===== src/rtl/pulse_meter.sv =====
// Arms on start, then measures the low gap before the next pulse and that
// pulse's high length, and holds both behind a valid/ack handshake.
module pulse_meter #(
  parameter int width = 8
) (
  input  logic             clk,
  input  logic             rstn,
  input  logic             start,
  input  logic             ack,
  input  logic             pulse_in,
  output logic             busy,
  output logic             valid,
  output logic [width-1:0] dly,
  output logic [width-1:0] len,
  output logic             tmo,
  output logic             ovf
);

  localparam logic [width-1:0] MAX = '1;

  typedef enum logic [2:0] {
    IDLE,
    WAIT_LO,
    WAIT_HI,
    MEAS_HI,
    DONE
  } state_t;

  state_t           state_q, state_d;
  logic [width-1:0] dly_cnt_q, dly_cnt_d;
  logic [width-1:0] len_cnt_q, len_cnt_d;
  logic [width-1:0] dly_q, dly_d;
  logic [width-1:0] len_q, len_d;
  logic             tmo_q, tmo_d;
  logic             ovf_q, ovf_d;

  always_ff @(posedge clk) begin
    if (!rstn) begin
      state_q   <= IDLE;
      dly_cnt_q <= '0;
      len_cnt_q <= '0;
      dly_q     <= '0;
      len_q     <= '0;
      tmo_q     <= 1'b0;
      ovf_q     <= 1'b0;
    end else begin
      state_q   <= state_d;
      dly_cnt_q <= dly_cnt_d;
      len_cnt_q <= len_cnt_d;
      dly_q     <= dly_d;
      len_q     <= len_d;
      tmo_q     <= tmo_d;
      ovf_q     <= ovf_d;
    end
  end

  always_comb begin
    state_d   = state_q;
    dly_cnt_d = dly_cnt_q;
    len_cnt_d = len_cnt_q;
    dly_d     = dly_q;
    len_d     = len_q;
    tmo_d     = tmo_q;
    ovf_d     = ovf_q;
    if (start) begin
      // A pulse already high at arm time is skipped via WAIT_LO.
      state_d   = pulse_in ? WAIT_LO : WAIT_HI;
      dly_cnt_d = '0;
      len_cnt_d = '0;
      dly_d     = '0;
      len_d     = '0;
      tmo_d     = 1'b0;
      ovf_d     = 1'b0;
    end else begin
      case (state_q)
        WAIT_LO: begin
          if (!pulse_in) state_d = WAIT_HI;
        end
        WAIT_HI: begin
          if (pulse_in) begin
            len_cnt_d = {{(width-1){1'b0}}, 1'b1};
            state_d   = MEAS_HI;
          end else if (dly_cnt_q == MAX) begin
            dly_d   = MAX;
            len_d   = '0;
            tmo_d   = 1'b1;
            state_d = DONE;
          end else begin
            dly_cnt_d = dly_cnt_q + 1'b1;
          end
        end
        MEAS_HI: begin
          if (!pulse_in) begin
            dly_d   = dly_cnt_q;
            len_d   = len_cnt_q;
            state_d = DONE;
          end else if (len_cnt_q == MAX) begin
            dly_d   = dly_cnt_q;
            len_d   = MAX;
            ovf_d   = 1'b1;
            state_d = DONE;
          end else begin
            len_cnt_d = len_cnt_q + 1'b1;
          end
        end
        DONE: begin
          if (ack) state_d = IDLE;
        end
        default: state_d = IDLE;
      endcase
    end
  end

  assign busy  = (state_q == WAIT_LO) ||
                 (state_q == WAIT_HI) ||
                 (state_q == MEAS_HI);
  assign valid = (state_q == DONE);
  assign dly   = dly_q;
  assign len   = len_q;
  assign tmo   = tmo_q;
  assign ovf   = ovf_q;

endmodule

===== config.mk =====
export PLATFORM = sky130hd
export DESIGN_NAME = pulse_meter
export DESIGN_NICKNAME = d
export VERILOG_FILES = /design/src/rtl/pulse_meter.sv
export SDC_FILE = /design/constraint.sdc
export NUM_CORES = 1
export LEC_CHECK = 0
export CAP_MARGIN = 20
export CORE_MARGIN = 2
export CORE_UTILIZATION = 40
export CTS_BUF_LIST = sky130_fd_sc_hd__clkbuf_16
export CTS_CLUSTER_DIAMETER = 150
export DETAILED_ROUTE_END_ITERATION = 16
export SKIP_CTS_REPAIR_TIMING = 1
export SLEW_MARGIN = 25
export SYNTH_ARGS = -nofsm -noshare
export SYNTH_HDL_FRONTEND = slang
export SYNTH_SLANG_ARGS = --single-unit

===== constraint.sdc =====
create_clock -name clk -period 3.9 [get_ports clk]
set_input_delay 0.585 -clock clk [delete_from_list [all_inputs] [get_ports clk]]
set_output_delay 0.585 -clock clk [all_outputs]
set_load 0.03 [all_outputs]

Yosys cells after proc, flatten, opt, wreduce, memory -nomap -nowiden. Index checks and enable logic that the tools add are counted. W data, S select, Z words.

Logic and storage cells: 61. Output and inout port bits: 20. Bits of input ports: 5. Bits in registers: 37.

Add/sub/neg operators: 2. Muxes and demuxes: 23. Bitwise operators: 3. Eq/ne operators: 16. Reduce and logical (&&, ||, !) cells: 10.

Operators by type and width (number): $mux W8 (11); $pmux W8 S2 (3); $mux W3 (7); $add A8 B1 Y8 const B (2); $eq A8 B8 Y1 const B (2); $pmux W3 S4 (1); $reduce_and A4 Y1 (3); $ne A2 B2 Y1 const B (5); $ne A3 B3 Y1 const B (3); $reduce_and A3 Y1 (3); $ne A4 B4 Y1 const B (2); $eq A3 B2 Y1 const B (2); $eq A3 B1 Y1 const B (1); $eq A3 B3 Y1 const B (1); $not A1 Y1 (3); $logic_or A1 B1 Y1 (2); $mux W2 (1); $reduce_bool A2 Y1 (1); $reduce_or A2 Y1 (1).

Depth between registers and ports, before layout.
Word-level depth: 5. Mapped depth: 7. Mapped depth without buffers: 5.

Least setup slack after synthesis. OpenSTA, ideal clock, no wires.

Path type: register to output. From: register state_q[0]. To: output port valid. Arrival: 1.262 ns. Required time: 3.315 ns. Buffers on the path: 1. Setup slack: 2.053 ns. Stages on the path, launching flop included: 3. Cell sequence: dfxtp_1 -> buf_2 -> nor3b_1.

Longest elaborated chain between the ends: 1.

RTL lines: from (decl) (RTL line 29) `state_t state_q, state_d;`; from (signal assigned) (RTL line 47) `state_q <= state_d;`; $eq A3 B3 Y1 (RTL line 117) `assign valid = (state_q == DONE);`; to (decl) (RTL line 12) `output logic valid,`.

Every way passes these cells.

Worst setup path after layout.
From: input port pulse_in. To: register dly_q[6], in the netlist dly[6].

Longest elaborated chain between the ends: 2. Elaborated cells between the ends (all ways): 5. Those cells by class: 2 x eq/ne; 2 x mux; 1 x reduce/logical.

RTL lines: from (decl) (RTL line 10) `input logic pulse_in,`; $ne A3 B3 Y1 (no source line), or another cell as far along; $reduce_and A4 Y1 (no source line) or $pmux W8 S2 (tied branches); to (signal assigned) (RTL line 50) `dly_q <= dly_d;`; to (decl) (RTL line 32) `logic [width-1:0] dly_q, dly_d;`.

Parallel ways exist; a longest one is shown, timed or not. A chain may end at the register's enable or synchronous reset.

==> qor.yml <==
worst_slew_pin_slew_ns: 0.879
synth_area_leaders: "dfxtp_1, o221a_2, a21oi_1, o31ai_1, nand2_1"
n_fill_cell: 401
required_ns: 4.12
portBuffers: 24
post-dp-hpwl_um: 2660
antenna_found_initial: 0
synth-main-ff-cell: "dfxtp_1"
clkPwrFrac: 0.503
grt_pass1_vias: 1433
rsz0062_at_grt: "false"
cts_tree: "done"
fmax_mhz: 377
drt_first_pass_iters: 4
ys_seq_elements: 37
yosys_warnings: 0
grt_first_pass_wirelength_um: 6560
core-area_um2: 4090
hold_viol: 0
synth_edf_count: 0
wl_per_cell_um: 14.7
avgSynthCellArea_um2: 9.03
drt_iter0_drc: 84
drcViolationCount: 0
overflow: 0
clock_skew_ns: 0.00426
grtUsageTotal: 0.166
setup_viol: 0
fp.dieW_um: 69.7
drv_slew: 0
gp_congestion: 0.725
htreeDepth: 2
cts_buffer_depth: 2
worstPathArrival_ns: 2.87
io_pins: 25
async_flop_share: 0
fin_crit_sh: 0.680
ys_seq_area_frac: 0.429
p_switching_w: 0.000176
yosysMostFrequentCell: "dfxtp_1"
worstSkewPairLatency_ns: 0.28
area_growth_pct: 23.5
p_seq_frac: 0.443
root_buffer: "clkbuf_16"
syn_nets: 198
clkTransAtPathRegs_ns: 0.05
min_path_type: "reg2reg"
viasPerCell: 5.69
synthTopCellsByCount: "dfxtp_1, nand2_1, a21oi_1"
fp-row-count: 23
p_leak_nw: 0.680
min_period_ns: 2.65
die_area_um2: 4850
n_antenna_cell: 0
postRouteWirelength_um: 3830
netlist_instances: 191
chipHeight_um: 69.7
combPwrFrac: 0.054
layout-drive-gt1-share: 0.0995
status: "complete, no violations"
grt_max_degree: 21
yosysTopAreaCellShare: 0.429
fin_nets: 218
powerDensity_nw_per_um2: 409
yosysTopAreaCell: "dfxtp_1"
relSlewSlack: 0.413
start_util: 0.422
path_class: "in2reg"
path_max_fanout: 17
critPathLaunchType: "input port"
cts.sinks: 37
finalSetupTns_ns: 0
whs_ns: 0.454
maxCapViolations: 0
syn-cell-area_um2: 1730
cell_internal_pwr_w: 0.000696
antenna_left: 0
endpoint_kind: "flop"
cts_buffers: 5
p_sw_frac: 0.202
vdd_ir_drop_max_uv: 221
synth.distinct_cells: 42
num_vias: 1486
## path summary, 6_finish.rpt
kind | from | to | slack (ns) | depth (start not counted)
max reg2reg | len_cnt_q[1] | len_cnt_q[2] | 1.86 | 5
max | pulse_in | dly[6] | 1.25 | 5
min | len[2] | len[2] | 0.45 | 2
min reg2reg | len[2] | len[2] | 0.45 | 2
## layout make-up
type	count	area (µm²)	share of cell area
multi-input combinational	135	893	0.419
sequential	37	741	0.348
timing repair buffer	25	248	0.116
clock buffer	5	125	0.0587
tap	50	62.6	0.0294
clock inverter	2	35.0	0.0164
inverter	7	26.3	0.0123
## layout by cell type (no fill, tap or decap), types with 2 or more instances in the layout
cell,synthesis,layout
or3_1,5,5
nand3_1,6,6
mux2i_1,3,3
nand2_1,21,21
xor2_1,4,4
or4_1,4,4
a211oi_1,2,2
ha_1,2,2
nor2_1,11,11
inv_1,7,7
clkdlybuf4s50_1,0,24
o31ai_1,11,11
o221a_2,8,8
a21oi_1,17,17
o21ai_0,7,7
nor3_1,2,2
o2111ai_1,2,2
clkbuf_16,0,5
o211ai_1,3,3
nand4_1,2,2
nand2b_1,4,4
nor2b_1,3,3
dfxtp_1,37,37
a21boi_0,2,2
## sequential cells by signal (all words and copies together), names as in the netlist
register,flops
len,8
state_q,3
dly,8
len_cnt_q,8
tmo,1
dly_cnt_q,8
ovf,1
## cells by family (layout without fill, tap and decap cells)
logic type               after synthesis  count (layout)  share of synthesized area
flip-flops                            37              37                      0.429
XOR/XNOR                               4               4                     0.0203
multiplexers                           3               3                     0.0174
AO/OA/AOI/OAI                         57              57                      0.241
buffers and inverters                 19              39                     0.0529
adder cells (fa/ha/maj)                2               2                     0.0145
AND/OR/NAND/NOR                       69              69                      0.224
## stage by stage
| stage | instance area [µm²] | worst slack [ns] | total power [W] | instances | util |
|---|---|---|---|---|---|
| 4_1_cts | 2130 | 1.26 | 0.000879 | 261 | 0.521 |
| 3_5_place_dp | 1970 | 0.974 | 0.000441 | 254 | 0.482 |
| 3_3_place_gp | 1970 | 1.06 | 0.000440 | 254 | 0.482 |
| 6_report | 2130 | 1.25 | 0.000872 | 261 | 0.521 |
| 5_1_grt | 2130 | 1.13 | 0.000899 | 261 | 0.521 |
| 2_1_floorplan | 1730 | 2.05 | 0.000426 | 191 | - |
## metal layers
metal / vias up / global-route usage / share of wire
met4: 0 / 0.0556 / 0.0055
met5: - / 0 / 0
met1: 699 / 0.214 / 0.47
met2: 42 / 0.263 / 0.46
met3: 2 / 0.0538 / 0.057
li1: 743 / - / -
## power by group through the flow
stage	registers, W	clock network [W]	logic [W]
finish	0.000386	0.000439	0.0000472
global route	0.000387	0.000461	0.0000513
CTS	0.000386	0.000445	0.0000474
detailed placement	0.000395	0	0.0000469
global placement	0.000394	0	0.0000459
floorplan	0.000392	0	0.0000335
## worst max-delay path, cell delays in order
cell             delay (ns)
clkdlybuf4s50_1        0.74
nor4b_4                0.44
or4b_1                 0.68
o21ai_4                0.19
o221a_2                0.23
Power figures use the tool's default switching activity.
